===== src/rtl/fft_pkg.sv =====
// Shared types and defaults for the FFT sample-RAM scheduler.
package fft_pkg;

  localparam int unsigned N_LOG2_DEF   = 10;
  localparam int unsigned DATA_W_DEF   = 32;
  localparam int unsigned BFLY_LAT_DEF = 16;
  // Tag address field width; must be at least the largest N_LOG2 instantiated.
  localparam int unsigned TAG_ADDR_W   = N_LOG2_DEF;

  typedef enum logic [1:0] {
    ST_IDLE,
    ST_RUN,
    ST_DRAIN,
    ST_DONE
  } state_e;

  typedef struct packed {
    logic                  valid;
    logic [TAG_ADDR_W-1:0] addr_a;
    logic [TAG_ADDR_W-1:0] addr_b;
  } tag_t;

endpackage


===== src/rtl/fft_addr_gen.sv =====
// Stage/butterfly counters and in-place radix-2 DIT address/twiddle generation.
module fft_addr_gen
  import fft_pkg::*;
#(
  parameter int unsigned N_LOG2 = N_LOG2_DEF,
  localparam int unsigned STAGE_W = (N_LOG2 > 1) ? $clog2(N_LOG2) : 1
) (
  input  logic              clk_i,
  input  logic              rst_i,
  input  logic              clr_i,
  input  logic              k_adv_i,
  input  logic              stage_adv_i,
  output logic [STAGE_W-1:0] stage_o,
  output logic [N_LOG2-1:0] addr_a_o,
  output logic [N_LOG2-1:0] addr_b_o,
  output logic [N_LOG2-2:0] tw_o,
  output logic              last_k_o,
  output logic              last_stage_o
);

  localparam int unsigned K_W = N_LOG2 - 1;

  logic [STAGE_W-1:0] stage_q, stage_d;
  logic [K_W-1:0]     k_q, k_d;
  logic [N_LOG2-1:0]  k_ext, span, pos, base;
  logic [STAGE_W:0]   up_shift;

  // k wraps to zero after the last butterfly so the next stage starts clean.
  always_comb begin
    stage_d = stage_q;
    k_d     = k_q;
    if (clr_i) begin
      stage_d = '0;
      k_d     = '0;
    end else begin
      if (k_adv_i)     k_d     = k_q + K_W'(1);
      if (stage_adv_i) stage_d = stage_q + STAGE_W'(1);
    end
  end

  always_ff @(posedge clk_i) begin
    if (rst_i) begin
      stage_q <= '0;
      k_q     <= '0;
    end else begin
      stage_q <= stage_d;
      k_q     <= k_d;
    end
  end

  always_comb begin
    k_ext        = N_LOG2'(k_q);
    span         = N_LOG2'(1) << stage_q;
    pos          = k_ext & (span - N_LOG2'(1));
    up_shift     = (STAGE_W+1)'(stage_q) + (STAGE_W+1)'(1);
    base         = (k_ext >> stage_q) << up_shift;
    addr_a_o     = base | pos;
    addr_b_o     = addr_a_o + span;
    tw_o         = K_W'(pos << (STAGE_W'(K_W) - stage_q));
    last_k_o     = &k_q;
    last_stage_o = (stage_q == STAGE_W'(N_LOG2 - 1));
  end

  assign stage_o = stage_q;

endmodule


===== src/rtl/fft_mem_scheduler.sv =====
// In-place radix-2 DIT FFT sequencer and host arbiter for a dual-port sample RAM.
// Optional build macro FFT_SCHED_STAGE_SCALE_EN adds a per-stage butterfly halving flag.
module fft_mem_scheduler
  import fft_pkg::*;
#(
  parameter int unsigned N_LOG2   = N_LOG2_DEF,
  parameter int unsigned DATA_W   = DATA_W_DEF,
  parameter int unsigned BFLY_LAT = BFLY_LAT_DEF
) (
  input  logic              i_clk,
  input  logic              i_rst,
  input  logic              i_start,
  output logic              o_busy,
  output logic              o_done,
  input  logic              i_host_req,
  input  logic              i_host_we,
  input  logic [N_LOG2-1:0] i_host_addr,
  input  logic [DATA_W-1:0] i_host_wdata,
  output logic              o_host_gnt,
  output logic [DATA_W-1:0] o_host_rdata,
  output logic [N_LOG2-1:0] o_ram_addr_a,
  output logic [N_LOG2-1:0] o_ram_addr_b,
  output logic              o_ram_we_a,
  output logic              o_ram_we_b,
  output logic [DATA_W-1:0] o_ram_wdata_a,
  output logic [DATA_W-1:0] o_ram_wdata_b,
  input  logic [DATA_W-1:0] i_ram_rdata_a,
  input  logic [DATA_W-1:0] i_ram_rdata_b,
`ifdef FFT_SCHED_STAGE_SCALE_EN
  input  logic [N_LOG2-1:0] i_scale_mask,
  output logic              o_bf_scale,
`endif
  output logic              o_bf_valid,
  output logic [DATA_W-1:0] o_bf_a,
  output logic [DATA_W-1:0] o_bf_b,
  output logic [N_LOG2-2:0] o_bf_tw_idx,
  input  logic [DATA_W-1:0] i_bf_x,
  input  logic [DATA_W-1:0] i_bf_y
);

  localparam int unsigned DEPTH   = BFLY_LAT + 1;
  localparam int unsigned STAGE_W = (N_LOG2 > 1) ? $clog2(N_LOG2) : 1;

  state_e             state_q, state_d;
  tag_t               tag_q [DEPTH];
  tag_t               tag_in, tag_out;
  logic               busy_q, done_q, bf_valid_q;
  logic [N_LOG2-2:0]  tw_q;
  logic [STAGE_W-1:0] stage;
  logic [N_LOG2-1:0]  gen_addr_a, gen_addr_b;
  logic [N_LOG2-2:0]  gen_tw;
  logic               last_k, last_stage;
  logic               wb_c, rd_c, pending_c, stage_adv_c, gen_clr_c, host_gnt_c;

  fft_addr_gen #(.N_LOG2(N_LOG2)) u_addr_gen (
    .clk_i        (i_clk),
    .rst_i        (i_rst),
    .clr_i        (gen_clr_c),
    .k_adv_i      (rd_c),
    .stage_adv_i  (stage_adv_c),
    .stage_o      (stage),
    .addr_a_o     (gen_addr_a),
    .addr_b_o     (gen_addr_b),
    .tw_o         (gen_tw),
    .last_k_o     (last_k),
    .last_stage_o (last_stage)
  );

  assign tag_out   = tag_q[DEPTH-1];
  assign wb_c      = tag_out.valid;
  assign rd_c      = (state_q == ST_RUN) && !wb_c;
  assign gen_clr_c = (state_q == ST_IDLE);
  assign host_gnt_c = i_host_req && !i_rst && ((state_q == ST_IDLE) || (state_q == ST_DONE));

  // Tags still in flight other than the one writing back this cycle.
  always_comb begin
    pending_c = 1'b0;
    for (int unsigned i = 0; i + 1 < DEPTH; i++) pending_c = pending_c | tag_q[i].valid;
  end

  always_comb begin
    state_d     = state_q;
    stage_adv_c = 1'b0;
    case (state_q)
      ST_IDLE:  if (i_start) state_d = ST_RUN;
      ST_RUN:   if (rd_c && last_k) state_d = ST_DRAIN;
      ST_DRAIN: begin
        // Leave on the cycle of the last write so the next read sees written data.
        if (!pending_c) begin
          if (last_stage) begin
            state_d = ST_DONE;
          end else begin
            state_d     = ST_RUN;
            stage_adv_c = 1'b1;
          end
        end
      end
      ST_DONE:  state_d = ST_IDLE;
      default:  state_d = ST_IDLE;
    endcase
  end

  always_comb begin
    tag_in        = '0;
    tag_in.valid  = rd_c;
    tag_in.addr_a = TAG_ADDR_W'(gen_addr_a);
    tag_in.addr_b = TAG_ADDR_W'(gen_addr_b);
  end

  // RAM port mux: write-back beats butterfly read beats host.
  always_comb begin
    o_ram_addr_a  = '0;
    o_ram_addr_b  = '0;
    o_ram_we_a    = 1'b0;
    o_ram_we_b    = 1'b0;
    o_ram_wdata_a = '0;
    o_ram_wdata_b = '0;
    if (!i_rst) begin
      if (wb_c) begin
        o_ram_addr_a  = N_LOG2'(tag_out.addr_a);
        o_ram_addr_b  = N_LOG2'(tag_out.addr_b);
        o_ram_we_a    = 1'b1;
        o_ram_we_b    = 1'b1;
        o_ram_wdata_a = i_bf_x;
        o_ram_wdata_b = i_bf_y;
      end else if (rd_c) begin
        o_ram_addr_a = gen_addr_a;
        o_ram_addr_b = gen_addr_b;
      end else if (host_gnt_c) begin
        o_ram_addr_a  = i_host_addr;
        o_ram_we_a    = i_host_we;
        o_ram_wdata_a = i_host_wdata;
      end
    end
  end

  always_ff @(posedge i_clk) begin
    if (i_rst) begin
      state_q    <= ST_IDLE;
      busy_q     <= 1'b0;
      done_q     <= 1'b0;
      bf_valid_q <= 1'b0;
      tw_q       <= '0;
      for (int unsigned i = 0; i < DEPTH; i++) tag_q[i] <= '0;
    end else begin
      state_q    <= state_d;
      busy_q     <= (state_d == ST_RUN) || (state_d == ST_DRAIN);
      done_q     <= (state_d == ST_DONE);
      bf_valid_q <= rd_c;
      if (rd_c) tw_q <= gen_tw;
      tag_q[0] <= tag_in;
      for (int unsigned i = 1; i < DEPTH; i++) tag_q[i] <= tag_q[i-1];
    end
  end

`ifdef FFT_SCHED_STAGE_SCALE_EN
  logic scale_q;
  always_ff @(posedge i_clk) begin
    if (i_rst)     scale_q <= 1'b0;
    else if (rd_c) scale_q <= i_scale_mask[stage];
  end
  assign o_bf_scale = scale_q;
`else
  logic unused_stage;
  assign unused_stage = ^stage;
`endif

  assign o_busy       = busy_q;
  assign o_done       = done_q;
  assign o_bf_valid   = bf_valid_q;
  assign o_bf_tw_idx  = tw_q;
  assign o_bf_a       = i_ram_rdata_a;
  assign o_bf_b       = i_ram_rdata_b;
  assign o_host_gnt   = host_gnt_c;
  assign o_host_rdata = i_ram_rdata_a;

endmodule

===== config.mk =====
export PLATFORM = sky130hd
export DESIGN_NAME = fft_mem_scheduler
export DESIGN_NICKNAME = d
export VERILOG_FILES = /design/src/rtl/fft_pkg.sv /design/src/rtl/fft_addr_gen.sv /design/src/rtl/fft_mem_scheduler.sv
export SDC_FILE = /design/constraint.sdc
export NUM_CORES = 1
export LEC_CHECK = 0
export CELL_PAD_IN_SITES_DETAIL_PLACEMENT = 2
export CELL_PAD_IN_SITES_GLOBAL_PLACEMENT = 2
export CORE_MARGIN = 3
export CORE_UTILIZATION = 31
export CTS_BUF_LIST = sky130_fd_sc_hd__clkbuf_8
export DETAILED_ROUTE_END_ITERATION = 16
export HOLD_SLACK_MARGIN = 0.08
export PLACE_DENSITY = 0.93
export SLEW_MARGIN = 20
export SYNTH_ARGS = -nofsm -noshare
export SYNTH_HDL_FRONTEND = slang
export SYNTH_SLANG_ARGS = --single-unit

===== constraint.sdc =====
create_clock -name i_clk -period 6.1 [get_ports i_clk]
set_input_delay 0.915 -clock i_clk [delete_from_list [all_inputs] [get_ports i_clk]]
set_output_delay 0.915 -clock i_clk [all_outputs]
set_load 0.05 [all_outputs]

==> flow_summary_export.csv, run 1 <==
group,metric,value,unit
placement,routability_congestion,0.9147,
timing,worst_slew_pin_slew,1.144,ns
power_and_ir_drop,peakVddDrop,0.1594,mV
floorplan,num_rows,77,
run,max_cap_violations,0,
power_and_ir_drop,share_comb_of_total_power,5.7,%
logic_synthesis,ys_dominant_reg_cell,"sky130_fd_sc_hd__dfxtp_1",
final_layout,final.fill_count,4622,
worst_hold_path,worst_hold_path_type,"reg2reg",
placement,io_buffer_count,209,
power_and_ir_drop,static-leakage-power,6.971,nW
logic_synthesis,synthesis.instances,1389,
placement,area_after_detailed_placement,16230,µm²
critical_path,worst_r2r_endpoint,"tag_q[0][8]",
critical_path,critical_path.endpoint_type,"output pin",
power_and_ir_drop,power_switching_share,24.16,%
timing,report.final.setup_viol,0,
logic_synthesis,synth.yosys.seq_area_share,54.07,%
timing,finalWorstSetupSlack,0.2414,ns
worst_hold_path,worst_hold_path.num_cells,1,
drt,post-route-drc-count,0,
logic_synthesis,postSynthRegisterBits,383,
final_layout,final_util,39.35,%
critical_path,ff2ff_path_depth,15,
logic_synthesis,syn_avg_cell_area,10.21,µm²
placement,placement.setup.worst_slack,0.3393,ns
critical_path,timing.reg2reg.setup_slack,1.82,ns
critical_path,worst_path_max_delay_cell,"sky130_fd_sc_hd__o41ai_1",
timing,report.final.hold_viol_count,0,
drt,drt_wl_total,54.58,mm
drt,wl_per_cell,25.46,µm
power_and_ir_drop,switching_power,1.214,mW
timing,final.min_clock_period,5.859,ns
floorplan,fp.coreArea,44700,µm²
floorplan,floorplan.die_area,48350,µm²
logic_synthesis,synth-edff-count,0,
final_layout,regArea,7679,µm²
logic_synthesis,synth_cell_type_count,76,
global_route,grt_start_max_net_pins,208,
logic_synthesis,postSynthNetCount,1589,
floorplan,die-height,219.9,µm
power_and_ir_drop,seqPwrFrac,49.9,%
critical_path,worstPathArrival,4.94,ns
final_layout,multiInputGateArea,5428,µm²
critical_path,critical_path.max_fanout,17,
timing,timing_max_transition_violations_final,0,
global_route,grt-ovfl-total,0,
global_route,grt_antenna_before_repair,5,
critical_path,slowest_delay,0.56,ns
timing,slew_headroom,23.14,%
status,run_status,"finished clean",
critical_path,worstPathRequired,5.18,ns
global_route,via_count_of_the_first_global_routing_pass,11720,
critical_path,origin_of_the_critical_flop_to_flop_path,"u_addr_gen.stage_o[0]",
clock_tree,tritoncts,"done",
clock_tree,cts.path.max_buffers,3,
final_layout,finish.net_count,1709,
power_and_ir_drop,power.clock.fraction,44.3,%
final_layout,fraction_of_layout_instances_using_a_drive_strength_above_1,10.90,%
drt,route.vias.total,10430,
critical_path,crit_path_cell_trace,"inv_1, ha_4, buf_4, o41ai_1, nand3_1, nand2_1, ha_1, nor2b_1, o21ai_0, a21boi_1, o21ai_0, a21oi_1, xor2_1, a22o_1, buf_12",
logic_synthesis,synthesis.area,14180,µm²
final_layout,synthToLayoutAreaGrowth,24.03,%
drt,detail_route.iter0.violations,754,
timing,fmax,0.1707,GHz
timing,skew,0.03174,ns
final_layout,design_area,17590,µm²
clock_tree,cts.clk_slew.worst_paths,0.06,ns
floorplan,initial_utilization,31.72,%
timing,setup_tns,0,ns
worst_hold_path,worstHoldEndpoint,"tag_q[0][353]",
floorplan,boundaryPins,370,
critical_path,startpoint_type,"register",
critical_path,worst_path_most_repeated_cell,"sky130_fd_sc_hd__o21ai_0",
final_layout,layout_commonest_cell,"sky130_fd_sc_hd__dfxtp_1",
clock_tree,library_cell_used_as_clock_root_buffer,"sky130_fd_sc_hd__clkbuf_8",
clock_tree,insertion_delay,0.65,ns
clock_tree,clock-sinks,383,
final_layout,most-common-layout-cells,"sky130_fd_sc_hd__dfxtp_1 (378), sky130_fd_sc_hd__nor2b_1 (361), sky130_fd_sc_hd__clkdlybuf4s50_1 (200), sky130_fd_sc_hd__clkbuf_8 (72), sky130_fd_sc_hd__nor2_1 (53)",
floorplan,dieWidth,219.9,µm
drt,via_density_per_instance,4.866,
drt,drt_first_pass_iters,6,
logic_synthesis,ys_async_sr_fraction,0,%
clock_tree,clock_buffer_count_from_cts,60,
power_and_ir_drop,intPower,3.809,mW
power_and_ir_drop,powerDensity,285.5,nW/µm²
drt,drtAntennaViolNets,0,
timing,min_period_over_period,96.04,%
placement,hpwl,36.00,mm
critical_path,setup_cp_type,"reg2out",
global_route,grt_first_pass_wirelength,78.83,mm
worst_hold_path,min-delay-start,"tag_q[0][332]",
logic_synthesis,synth.yosys.warnings,0,
clock_tree,h-tree-depth,2,
global_route,grt_usage,21.94,%
==> sequential cells by signal, summed over array words and instances (netlist names) <==
signal and count:
u_addr_gen.stage_o 4, o_bf_tw_idx 9, o_done 1, u_addr_gen.k_q 9
o_busy 1, tag_q 357, state_q 2
==> synthesized netlist by cell type (all sizes together), types with 7 or more instances <==
cell | n | area [µm²]
xor2 | 13 | 113.9
a21oi | 26 | 130.1
clkbuf | 77 | 289.0
nor4 | 7 | 58.81
inv | 22 | 82.58
nor2 | 54 | 202.7
a211oi | 8 | 60.06
and3 | 36 | 225.2
xnor2 | 8 | 70.07
nor3 | 13 | 65.06
buf | 108 | 798.3
dfxtp | 383 | 7667
ha | 24 | 300.3
nor2b | 362 | 2265
mux2i | 9 | 90.09
and2 | 8 | 51.31
nand2 | 40 | 150.1
nand3 | 11 | 55.05
a22o | 40 | 350.3
o21ai | 32 | 163.9
mux2 | 8 | 97.59
==> power by group through the flow <==
stage	registers, mW	clock network [mW]	logic (mW)
floorplan	2.57	0	0.296
global placement	2.56	0	0.273
detailed placement	2.56	0	0.279
CTS	2.51	2.29	0.286
global route	2.51	2.41	0.301
finish	2.51	2.23	0.288
==> cells by family (layout without fill, tap and decap cells) <==
family / count (synthesis) / after routing / synth area share (%)
other cells: 0 / 2 / 0
flops: 383 / 383 / 54.07
buf+inv: 208 / 369 / 8.276
compound gates: 172 / 172 / 8.982
fa+ha+maj: 25 / 25 / 2.259
simple gates: 558 / 558 / 22.99
mux: 21 / 21 / 1.959
xor+xnor: 22 / 22 / 1.465
==> stage by stage <==
step | std cells | power (mW) | hold slack (ns)
2_1_floorplan | 1389 | 2.862 | 0.4138
3_3_place_gp | 2037 | 2.837 | 0.4159
3_5_place_dp | 2037 | 2.843 | 0.4279
4_1_cts | 2140 | 5.088 | 0.4203
5_1_grt | 2143 | 5.218 | 0.4378
6_report | 2144 | 5.023 | 0.4238
==> worst max-delay path: cells and delay by family (launching register included) <==
kind / cells / cell delay [ns]
AO/OA/AOI/OAI: 6 / 1.87
buffers and inverters: 3 / 0.49
adder cells (fa/ha/maj): 2 / 0.59
AND/OR/NAND/NOR: 3 / 0.61
flip-flops: 1 / 0.45
XOR/XNOR: 1 / 0.30
==> what timing repair did <==
| action | in CTS | in global routing |
|---|---|---|
| hold buffers | 0 | 0 |
| buffers inserted | 0 | 1 |
| pin swaps | 1 | 4 |
| endpoints found under the hold margin | 0 | 0 |
| gates resized for setup | 11 | 23 |
| setup endpoints to repair | 6 | 4 |
==> metal layers <==
layer	GRT usage [%]	routed length (µm)	vias up
li1	-	-	4716
met1	26.21	22870	5216
met2	37.62	26290	370
met3	5.667	3457	126
met4	8.757	1940	4
met5	0	26	-
==> how the worst max path moves through the flow <==
stage	startpoint	to	slack, ns	cells after the start
after global routing	u_addr_gen.stage_o[1]	o_ram_addr_b[8]	-0.01	18
after floorplan	u_addr_gen.stage_o[1]	o_ram_addr_b[7]	0.67	18
after CTS	u_addr_gen.k_q[7]	o_ram_addr_b[9]	0.002	16
final	u_addr_gen.stage_o[0]	o_ram_addr_b[8]	0.24	15
after detailed placement	u_addr_gen.stage_o[2]	o_ram_addr_b[9]	0.34	15
after global placement	u_addr_gen.stage_o[2]	o_ram_addr_b[9]	0.62	15
==> cell type report <==
cell class / instances / area share [%]
Inverter: 23 / 0.5122
Clock buffer: 72 / 5.634
Antenna cell: 2 / 0.02845
Tap cell: 592 / 4.211
Timing Repair Buffer: 243 / 13.83
Clock inverter: 31 / 1.273
Sequential cell: 383 / 43.65
Multi-Input combinational cell: 798 / 30.86
Note: power is estimated with default switching activity, not from simulation.
==> run 2, diff against run 1 <==
REMOVE_ABC_BUFFERS = 1   (was not set)
SKIP_LAST_GASP = 1   (was not set)
==> run 2 against run 1 <==
Effect of this change:
- count of clock-buffer cells in the layout is 7 higher
- routed wire length shrank 3.0%
- sequential power about the same
- clock skew shrank 0.010 ns
- critical path depth up 4
- combinational power decreased by 6%
- final cell count is 0.56% higher
- global-route usage is 0.37 points lower
- hold slack hardly changed
- clock power is 4% higher
- critical endpoint unchanged
- design area up 0.22%
- sequential cell count is the same
==> flow_summary_export.csv, run 2 (synthesized netlist as in run 1, its figures left out) <==
group,metric,value,unit
placement,area_after_detailed_placement,16210,µm²
drt,route.vias.total,10520,
placement,io_buffer_count,209,
timing,fmax,0.1715,GHz
critical_path,critical_path.max_fanout,8,
final_layout,post_layout_nonfiller_instances,2156,
critical_path,startpoint_type,"register",
critical_path,critical_path.top_delay_family,"compound AO/OA/AOI/OAI gates",
floorplan,die-height,219.9,µm
timing,min_period_over_period,95.61,%
clock_tree,clock_buffer_count_from_cts,66,
clock_tree,library_cell_used_as_clock_root_buffer,"sky130_fd_sc_hd__clkbuf_8",
floorplan,dieWidth,219.9,µm
worst_hold_path,worst_hold_path.num_cells,1,
critical_path,timing.reg2reg.setup_slack,1.99,ns
critical_path,origin_of_the_critical_flop_to_flop_path,"u_addr_gen.stage_o[2]",
timing,timing_max_transition_violations_final,0,
clock_tree,insertion_delay,0.60,ns
power_and_ir_drop,intPower,3.914,mW
worst_hold_path,worstHoldEndpoint,"tag_q[0][205]",
final_layout,design_area,17630,µm²
timing,worst_slew_pin_slew,0.9993,ns
critical_path,path_depth,19,
critical_path,worst_r2r_endpoint,"tag_q[0][8]",
timing,skew,0.02128,ns
global_route,via_count_of_the_first_global_routing_pass,11740,
timing,report.final.setup_viol,0,
floorplan,initial_utilization,31.72,%
final_layout,layout_commonest_cell,"sky130_fd_sc_hd__dfxtp_1",
status,run_status,"finished clean",
clock_tree,tritoncts,"done",
final_layout,largest_register,"tag_q",
power_and_ir_drop,power,5.102,mW
floorplan,boundaryPins,370,
timing,unrepaired_setup_endpoints_after_global_routing,"yes",
timing,worst_hold_slack,0.4242,ns
floorplan,floorplan.die_area,48350,µm²
critical_path,worstPathArrival,4.92,ns
final_layout,finish.net_count,1723,
drt,wl_per_cell,24.56,µm
final_layout,most-common-layout-cells,"sky130_fd_sc_hd__dfxtp_1 (381), sky130_fd_sc_hd__nor2b_1 (362), sky130_fd_sc_hd__clkdlybuf4s50_1 (182), sky130_fd_sc_hd__clkbuf_8 (79), sky130_fd_sc_hd__buf_4 (60)",
critical_path,ff2ff_path_depth,18,
global_route,grt_antenna_before_repair,4,
drt,detail_route.iter0.violations,596,
placement,hpwl,37.43,mm
final_layout,synthToLayoutAreaGrowth,24.31,%
critical_path,worst_path_max_delay_cell,"sky130_fd_sc_hd__fa_1",
critical_path,critical_path.endpoint_type,"output pin",
power_and_ir_drop,powerDensity,289.4,nW/µm²
power_and_ir_drop,share_comb_of_total_power,5.3,%
power_and_ir_drop,static-leakage-power,7.083,nW
clock_tree,h-tree-depth,3,
clock_tree,cts.clk_slew.worst_paths,0.07,ns
global_route,grt_start_max_net_pins,105,
drt,drt_wl_total,52.95,mm
power_and_ir_drop,power_switching_share,23.29,%
floorplan,fp.coreArea,44700,µm²
critical_path,setup_cp_type,"reg2out",
critical_path,worstPathRequired,5.18,ns
placement,placed_cells,2039,
drt,drt_first_pass_iters,8,
floorplan,num_rows,77,
timing,setup_tns,0,ns
power_and_ir_drop,peakVddDrop,0.1289,mV
global_route,grt-ovfl-total,0,
power_and_ir_drop,power.clock.fraction,45.5,%
power_and_ir_drop,switching_power,1.188,mW
critical_path,slowest_delay,0.42,ns
final_layout,max_reg_flops,357,
clock_tree,cts_hold_buf,0,
power_and_ir_drop,seqPwrFrac,49.2,%
global_route,grt_first_pass_wirelength,77.39,mm
critical_path,crit_path_cell_trace,"buf_4, ha_1, and2_2, or2_2, nand2_2, nand2_1, o21ai_1, buf_4, ha_1, inv_1, fa_1, nor2b_1, o21ai_0, a21boi_1, o21ai_0, a21oi_1, xor2_1, a22o_1, buf_12",
drt,post-route-drc-count,0,
worst_hold_path,min-delay-start,"tag_q[0][184]",
timing,report.final.hold_viol_count,0,
clock_tree,clock-sinks,383,
critical_path,timing.critical_path.buf_inv,4,
drt,drtAntennaViolNets,0,
timing,slew_headroom,33.38,%
final_layout,fraction_of_layout_instances_using_a_drive_strength_above_1,12.54,%
final_layout,final.fill_count,4641,
drt,via_density_per_instance,4.881,
global_route,grt_usage,21.57,%
clock_tree,cts.path.max_buffers,3,
worst_hold_path,worst_hold_path_type,"reg2reg",
placement,routability_congestion,0.8818,
timing,final.min_clock_period,5.832,ns
run,max_cap_violations,0,
-- run 2: what timing repair did --
action                                  CTS  global route
resized for setup                         9            12
endpoints found under the setup margin    4             5
pin swaps                                 0             2
buffers inserted                          8             0
-- run 2: area by class of cell --
type | instances | area, µm² | share of cell area, %
clock buffer | 79 | 1087 | 6.168
tap | 592 | 740.7 | 4.202
timing repair buffer | 251 | 2431 | 13.79
sequential | 383 | 7675 | 43.54
inverter | 23 | 86.33 | 0.4897
multi-input combinational | 798 | 5388 | 30.56
clock inverter | 29 | 217.7 | 1.235
antenna | 1 | 2.502 | 0.01420
-- run 2: per-layer routing --
metal	part of all wire, %	global-route usage [%]	wire (µm)
met4	3.0	7.298	1574
met3	11	10.23	5761
met2	46	35.38	24200
met5	0.56	5.000	297
met1	40	24.31	21120
-- run 2: worst max-delay path by stage --
stage                                     start               to
after floorplan           u_addr_gen.stage_o[0]  o_ram_addr_b[7]
after global placement    u_addr_gen.stage_o[1]  o_ram_addr_b[9]
after detailed placement  u_addr_gen.stage_o[1]  o_ram_addr_b[9]
after CTS                 u_addr_gen.stage_o[2]  o_ram_addr_b[8]
after global routing      u_addr_gen.stage_o[2]  o_ram_addr_b[8]
final                     u_addr_gen.stage_o[2]  o_ram_addr_b[8]
-- run 2: power by group through the flow --
stage | clock [mW] | combinational (mW) | sequential (mW)
2_1_floorplan | 0 | 0.0915 | 2.57
5_1_grt | 2.53 | 0.288 | 2.51
3_3_place_gp | 0 | 0.264 | 2.56
3_5_place_dp | 0 | 0.270 | 2.56
4_1_cts | 2.41 | 0.273 | 2.51
6_report | 2.32 | 0.271 | 2.51
-- run 2: worst reg2reg max path, stage by stage, from the launching register on --
cell                       delay, ns
sky130_fd_sc_hd__dfxtp_1        0.38
sky130_fd_sc_hd__buf_4          0.21
sky130_fd_sc_hd__ha_1           0.17
sky130_fd_sc_hd__and2_2         0.23
sky130_fd_sc_hd__or2_2          0.33
sky130_fd_sc_hd__nand2_2        0.18
sky130_fd_sc_hd__nand2_1        0.13
sky130_fd_sc_hd__o21ai_1        0.26
sky130_fd_sc_hd__buf_4          0.19
sky130_fd_sc_hd__ha_1           0.19
sky130_fd_sc_hd__inv_1          0.07
sky130_fd_sc_hd__fa_1           0.42
sky130_fd_sc_hd__nor2b_1        0.13
sky130_fd_sc_hd__o21ai_0        0.12
sky130_fd_sc_hd__a21boi_1       0.21
sky130_fd_sc_hd__o21ai_0        0.15
sky130_fd_sc_hd__a21oi_1        0.20
sky130_fd_sc_hd__xor2_1         0.29
sky130_fd_sc_hd__nor2b_1        0.17
-- run 2: stage by stage --
stage,worst slack (ns),utilization [%]
finish,0.2678,39.43
global route,-0.04105,39.43
CTS,0.02468,39.36
detailed placement,0.2932,36.25
global placement,0.3604,36.25
floorplan,-0.01294,-
